**src/rtl/tcp_tx_pipe_ctrl_pkg.sv**
```systemverilog
// Shared constants for the TCP slow-path TX control FSM: channel counts and the
// bit positions used inside the read-request and output handshake vectors.
package tcp_tx_pipe_ctrl_pkg;

    localparam int unsigned NumRdChans  = 4;
    localparam int unsigned NumOutChans = 3;

    localparam int unsigned RdTailPtr     = 0;
    localparam int unsigned RdCurrTxState = 1;
    localparam int unsigned RdRxState     = 2;
    localparam int unsigned RdTuple       = 3;

    localparam int unsigned OutNextTxState = 0;
    localparam int unsigned OutSchedUpdate = 1;
    localparam int unsigned OutTxPkt       = 2;

endpackage

```
**src/rtl/tcp_tx_hs_join.sv**
```systemverilog
// N-way valid/ready fan-out: each lane's val stays up until its own transfer
// completes, and all_done fires in the cycle the last outstanding lane completes.
module tcp_tx_hs_join #(
    parameter int unsigned N = 4
) (
    input  logic         clk,
    input  logic         rst,
    input  logic         en,
    input  logic [N-1:0] skip,
    output logic [N-1:0] val,
    input  logic [N-1:0] rdy,
    output logic         all_done
);

    logic [N-1:0] done_q;
    logic [N-1:0] done_d;
    logic [N-1:0] done_eff;
    logic [N-1:0] accept;

    always_comb begin
        done_eff = done_q | skip;
        val      = en ? ~done_eff : '0;
        accept   = val & rdy;
        all_done = en & (&(done_eff | accept));
        done_d   = done_q;
        // Mask clears on completion so the next use starts fresh.
        if (all_done) begin
            done_d = '0;
        end else if (en) begin
            done_d = done_q | accept;
        end
    end

    always_ff @(posedge clk or posedge rst) begin
        if (rst) begin
            done_q <= '0;
        end else begin
            done_q <= done_d;
        end
    end

endmodule

```
**src/rtl/tcp_tx_pipe_ctrl.sv**
```systemverilog
// Control FSM for the TCP slow-path TX datapath: one request in flight, four state/tuple
// reads joined before capture, then write-back, scheduler update and optional packet out.
module tcp_tx_pipe_ctrl
    import tcp_tx_pipe_ctrl_pkg::*;
(
    input  logic clk,
    input  logic rst,

    input  logic sched_tx_req_val,
    output logic sched_tx_req_rdy,

    output logic tx_pipe_tx_tail_ptr_rd_req_val,
    input  logic tx_pipe_tx_tail_ptr_rd_req_rdy,
    input  logic tx_tail_ptr_tx_pipe_rd_resp_val,
    output logic tx_tail_ptr_tx_pipe_rd_resp_rdy,

    output logic proto_calc_curr_tx_state_rd_req_val,
    input  logic proto_calc_curr_tx_state_rd_req_rdy,
    input  logic curr_tx_state_proto_calc_rd_resp_val,
    output logic curr_tx_state_proto_calc_rd_resp_rdy,

    output logic proto_calc_rx_state_rd_req_val,
    input  logic proto_calc_rx_state_rd_req_rdy,
    input  logic rx_state_proto_calc_rd_resp_val,
    output logic rx_state_proto_calc_rd_resp_rdy,

    output logic proto_calc_tuple_rd_req_val,
    input  logic proto_calc_tuple_rd_req_rdy,
    input  logic tuple_proto_calc_rd_resp_val,
    output logic tuple_proto_calc_rd_resp_rdy,

    output logic proto_calc_next_tx_state_wr_req_val,
    input  logic proto_calc_next_tx_state_wr_req_rdy,

    output logic proto_calc_tx_pkt_val,
    input  logic proto_calc_tx_pkt_rdy,

    output logic tx_sched_update_cmd_val,
    input  logic tx_sched_update_cmd_rdy,

    output logic ctrl_datap_store_flowid,
    output logic ctrl_datap_store_state,
    output logic ctrl_datap_store_tuple,
    output logic ctrl_datap_store_calc,
    input  logic datap_ctrl_produce_pkt
);

    typedef enum logic [2:0] {
        StIdle,
        StRdReq,
        StRdResp,
        StCalc,
        StOutput
    } tcp_tx_ctrl_state_e;

    tcp_tx_ctrl_state_e state_q, state_d;
    logic out_first_q;
    logic pkt_needed_q, pkt_needed_d;
    logic pkt_needed;

    logic [NumRdChans-1:0]  rd_req_val, rd_req_rdy, rd_resp_val;
    logic [NumOutChans-1:0] out_val, out_rdy, out_skip;
    logic rd_all_done, out_all_done;
    logic all_resp_val, resp_take;

    assign rd_req_rdy[RdTailPtr]     = tx_pipe_tx_tail_ptr_rd_req_rdy;
    assign rd_req_rdy[RdCurrTxState] = proto_calc_curr_tx_state_rd_req_rdy;
    assign rd_req_rdy[RdRxState]     = proto_calc_rx_state_rd_req_rdy;
    assign rd_req_rdy[RdTuple]       = proto_calc_tuple_rd_req_rdy;

    assign rd_resp_val[RdTailPtr]     = tx_tail_ptr_tx_pipe_rd_resp_val;
    assign rd_resp_val[RdCurrTxState] = curr_tx_state_proto_calc_rd_resp_val;
    assign rd_resp_val[RdRxState]     = rx_state_proto_calc_rd_resp_val;
    assign rd_resp_val[RdTuple]       = tuple_proto_calc_rd_resp_val;

    assign out_rdy[OutNextTxState] = proto_calc_next_tx_state_wr_req_rdy;
    assign out_rdy[OutSchedUpdate] = tx_sched_update_cmd_rdy;
    assign out_rdy[OutTxPkt]       = proto_calc_tx_pkt_rdy;

    assign tx_pipe_tx_tail_ptr_rd_req_val      = rd_req_val[RdTailPtr];
    assign proto_calc_curr_tx_state_rd_req_val = rd_req_val[RdCurrTxState];
    assign proto_calc_rx_state_rd_req_val      = rd_req_val[RdRxState];
    assign proto_calc_tuple_rd_req_val         = rd_req_val[RdTuple];

    assign proto_calc_next_tx_state_wr_req_val = out_val[OutNextTxState];
    assign tx_sched_update_cmd_val             = out_val[OutSchedUpdate];
    assign proto_calc_tx_pkt_val               = out_val[OutTxPkt];

    assign tx_tail_ptr_tx_pipe_rd_resp_rdy     = resp_take;
    assign curr_tx_state_proto_calc_rd_resp_rdy = resp_take;
    assign rx_state_proto_calc_rd_resp_rdy     = resp_take;
    assign tuple_proto_calc_rd_resp_rdy        = resp_take;

    assign all_resp_val = &rd_resp_val;
    // produce_pkt is only valid from the first OUTPUT cycle; registered thereafter.
    assign pkt_needed   = out_first_q ? datap_ctrl_produce_pkt : pkt_needed_q;

    tcp_tx_hs_join #(
        .N (NumRdChans)
    ) u_rd_join (
        .clk      (clk),
        .rst      (rst),
        .en       (state_q == StRdReq),
        .skip     ('0),
        .val      (rd_req_val),
        .rdy      (rd_req_rdy),
        .all_done (rd_all_done)
    );

    tcp_tx_hs_join #(
        .N (NumOutChans)
    ) u_out_join (
        .clk      (clk),
        .rst      (rst),
        .en       (state_q == StOutput),
        .skip     (out_skip),
        .val      (out_val),
        .rdy      (out_rdy),
        .all_done (out_all_done)
    );

    always_ff @(posedge clk or posedge rst) begin
        if (rst) begin
            state_q      <= StIdle;
            out_first_q  <= 1'b0;
            pkt_needed_q <= 1'b0;
        end else begin
            state_q      <= state_d;
            out_first_q  <= (state_q == StCalc);
            pkt_needed_q <= pkt_needed_d;
        end
    end

    always_comb begin
        state_d      = state_q;
        pkt_needed_d = pkt_needed_q;
        unique case (state_q)
            StIdle: begin
                pkt_needed_d = 1'b0;
                if (sched_tx_req_val) state_d = StRdReq;
            end
            StRdReq: begin
                if (rd_all_done) state_d = StRdResp;
            end
            StRdResp: begin
                if (all_resp_val) state_d = StCalc;
            end
            StCalc: begin
                state_d = StOutput;
            end
            StOutput: begin
                if (out_first_q) pkt_needed_d = datap_ctrl_produce_pkt;
                if (out_all_done) state_d = StIdle;
            end
            default: begin
                state_d = StIdle;
            end
        endcase
    end

    always_comb begin
        sched_tx_req_rdy        = (state_q == StIdle) & ~rst;
        ctrl_datap_store_flowid = (state_q == StIdle) & ~rst & sched_tx_req_val;
        resp_take               = (state_q == StRdResp) & all_resp_val;
        ctrl_datap_store_state  = resp_take;
        ctrl_datap_store_tuple  = resp_take;
        ctrl_datap_store_calc   = (state_q == StCalc);
        out_skip                = '0;
        out_skip[OutTxPkt]      = ~pkt_needed;
    end

endmodule

```
**config.mk**
```make
export PLATFORM = sky130hd
export DESIGN_NAME = tcp_tx_pipe_ctrl
export DESIGN_NICKNAME = d
export VERILOG_FILES = /design/src/rtl/tcp_tx_pipe_ctrl_pkg.sv /design/src/rtl/tcp_tx_hs_join.sv /design/src/rtl/tcp_tx_pipe_ctrl.sv
export SDC_FILE = /design/constraint.sdc
export NUM_CORES = 1
export LEC_CHECK = 0
export ABC_AREA = 0
export BUFFER_PORTS_ARGS = -buffer_cell sky130_fd_sc_hd__buf_4
export CAP_MARGIN = 20
export CORE_ASPECT_RATIO = 1.5
export CORE_MARGIN = 2
export CORE_UTILIZATION = 25
export CTS_CLUSTER_DIAMETER = 150
export CTS_CLUSTER_SIZE = 14
export DETAILED_ROUTE_END_ITERATION = 7
export PLACE_DENSITY = 0.52
export SETUP_SLACK_MARGIN = 0.15
export SLEW_MARGIN = 10
export SYNTH_ARGS = -nofsm -noshare
export SYNTH_HDL_FRONTEND = slang
export SYNTH_HIERARCHICAL = 1
export SYNTH_SLANG_ARGS = --single-unit
```
**constraint.sdc**
```tcl
create_clock -name clk -period 2.7 [get_ports clk]
set_input_delay 0.405 -clock clk [delete_from_list [all_inputs] [get_ports clk]]
set_output_delay 0.405 -clock clk [all_outputs]
set_load 0.1 [all_outputs]
```
==> impl_metrics.ini <==
[synthesis]
synth_seq_cells = 12
netlist_area_um2 = 800
synth-simple-area-share_pct = 25.5
synth_fa_ha_area_share_pct = 0
synth_cell_types = 28
synthCells = 83
seq_area_frac_synth_pct = 37.6
synth-warning-count = 6
yosys.area_share.xor_xnor_pct = 0
avgSynthCellArea_um2 = 9.63
synth_compound_area_share_pct = 20.8
synth.mux.area_fraction_pct = 2.50
synth_top_family_by_area = simple AND/OR/NAND/NOR gates

[setup_path]
crit_type = register to output port
r2r_end = state_q[0]$_DFFE_PP0P_
reg2regPathDepth = 7
crit_end = tx_sched_update_cmd_val
cp-start-kind = register
crit_fanout = 10
ff2ff_setup_slack_ns = 0.95
worst_ep_required_time_ns = 2.30
reg2reg_from = state_q[0]$_DFFE_PP0P_
cp.arrival_ns = 1.69
cp-startpoint = state_q[0]$_DFFE_PP0P_
crit_path_end_kind = output port

[clock_tree]
cts_hold_buf = 0
tritoncts = built
cts_root_buffer = clkbuf_8
cts.sinks = 12
clk_path_buf_depth = 2
path_clk_slew_ns = 0.05
cts_made_buffers = 3
htree_levels = 1
ctsResizeCount = 0
post_cts_buffers = 0
clock_latency_ns = 0.24

[place]
placed_cell_area_um2 = 1130
portBuffers = 30
gp_congestion = 0.707
dp_hpwl_mm = 1.41
pre_cts_ws_ns = 0.845

[power_and_ir_drop]
totalPowerFinal_mw = 1.16
p_leak_nw = 0.571
powerDensity_nw_per_um2 = 988
irDropWorstVdd_mv = 0.478

[global_route]
antenna_found_initial = 0
grt_pass1_vias = 677
grt_pass1_wl_mm = 2.85
grt_max_degree = 12
grt.total_usage_pct = 10.4
overflow = 0

[drt]
vias = 703
wl_per_cell_um = 10.1
dr.pass1.iters = 4
remaining_drc_errors = 0
postRouteAntennaNets = 0
drt_iter0_markers = 7
avgViaCountPerCell = 4.18
wirelength_mm = 1.69

[timing]
finalHoldViolCount = 0
maxSlewViolCount = 0
fin_ws_ns = 0.601
period_minus_slack_ns = 2.10
rsz0062_at_grt = false
fin_crit_sh_pct = 77.7
maxClockFrequency_mhz = 476
finalSetupViolations = 0
fin_skew_ns = 0.00249

[outcome]
status = finished, final reports clean

[final_layout]
area_growth_pct = 46.8
nets = 145
drive_above_1_share_pct = 38.3
antenna_cells = 0
final_cell_area_um2 = 1170

[floorplanning]
rows = 25
die_h_um = 73.3
chipWidth_um = 50.2
start_util_pct = 25.8
die_area_um2 = 3680
io_pins = 31
core_um2 = 3100

[hold_path]
hold_path.class = input pin to asynchronous set/reset pin

[run]
drv_cap = 0
## how the worst min path moves through the flow
stage               cells after the start                                to  slack [ns]  from
finish                                  2  u_out_join/done_q[2]$_DFFE_PP0P_        0.07   rst
global route                            2  u_out_join/done_q[2]$_DFFE_PP0P_        0.07   rst
CTS                                     2  u_out_join/done_q[2]$_DFFE_PP0P_        0.07   rst
detailed placement                      2  u_out_join/done_q[2]$_DFFE_PP0P_        0.32   rst
global placement                        2  u_out_join/done_q[2]$_DFFE_PP0P_        0.32   rst
floorplan                               1  u_out_join/done_q[0]$_DFFE_PP0P_        0.16   rst
## cell families (layout without fill, tap and decap cells)
| kind of cell | after synthesis | count (layout) |
|---|---|---|
| DFF | 12 | 12 |
| muxes | 2 | 2 |
| and+or+nand+nor | 30 | 30 |
| AOI/OAI and AO/OA | 21 | 21 |
| other | 1 | 20 |
| buffers and inverters | 17 | 43 |
## metal layers
metal,part of all wire (%),track usage (%),vias up
li1,-,-,363
met1,43,12.1,315
met2,49,16.2,21
met3,5.9,2.24,4
met4,2.7,8.33,0
met5,0,0,-
## area by class of cell
class | instances | area [µm²]
clock buffer | 3 | 41.3
fill | 320 | 1920
inverter | 9 | 33.8
multi-input combinational | 73 | 515
sequential | 12 | 300
tap | 40 | 50.0
timing repair buffer | 31 | 233
## Yosys cell counts
cell type  instances  area share [%]
buf_4              5             4.7
nor3b_1            8             7.5
and3b_1            4             4.4
o21ai_1            1            0.63
o31ai_1            2             1.9
a211oi_2           2             3.1
buf_6              3             4.2
a31oi_1            4             3.1
nand2b_1           1            0.78
o21ai_0            1            0.63
dfrtp_1           12              38
a21oi_1            3             1.9
nor3_1             5             3.1
nand3b_1           1            0.94
conb_1             1            0.47
nor3_2             2             2.5
a21o_1             1            0.94
a211o_2            1             1.3
o31ai_2            2             3.1
inv_1              9             4.2
o21bai_1           1            0.94
nor2_1             4             1.9
nand4_1            1            0.78
nor4_2             1             1.6
o22a_1             3             3.3
and2_1             2             1.6
mux2i_1            2             2.5
nand2_1            1            0.47
## through the flow
stage,std cells,utilization [%],hold slack [ns],setup TNS [ns]
after CTS,168,37.9,0.0673,0
after global placement,165,36.6,0.322,0
after floorplan,102,-,0.159,-0.191
after global routing,168,37.9,0.0659,0
after detailed placement,165,36.6,0.321,0
final,168,37.9,0.0694,0
## sequential cells by signal (all words and copies together), names as in the netlist
name               flops
u_rd_join/done_q       4
out_first_q            1
state_q                3
u_out_join/done_q      3
pkt_needed_q           1
## critical path, stage by stage, from the launching register on
cell	delay, ns
dfrtp_1	0.47
nor2_1	0.13
nand2_1	0.08
inv_1	0.25
nor3b_2	0.22
buf_4	0.31
## cell usage in the layout (no fill, tap or decap), types with 2 or more instances in the layout
cell	count
nor3_1	5
inv_1	9
and2_1	2
clkbuf_8	3
conb_1	20
nor2_1	4
o31ai_1	2
buf_4	31
a21oi_1	3
a31oi_1	4
o22a_1	3
a211oi_2	2
nor3b_2	7
o31ai_2	2
dfrtp_1	12
mux2i_1	2
and3b_1	4
## power by group
group / internal (mW) / switching [mW] / leakage [nW]
Sequential: 0.247 / 0.0978 / 0.157
Clock: 0.0977 / 0.0587 / 0.0216
Combinational: 0.219 / 0.439 / 0.393
No activity file was read; power rests on OpenSTA's default activity.
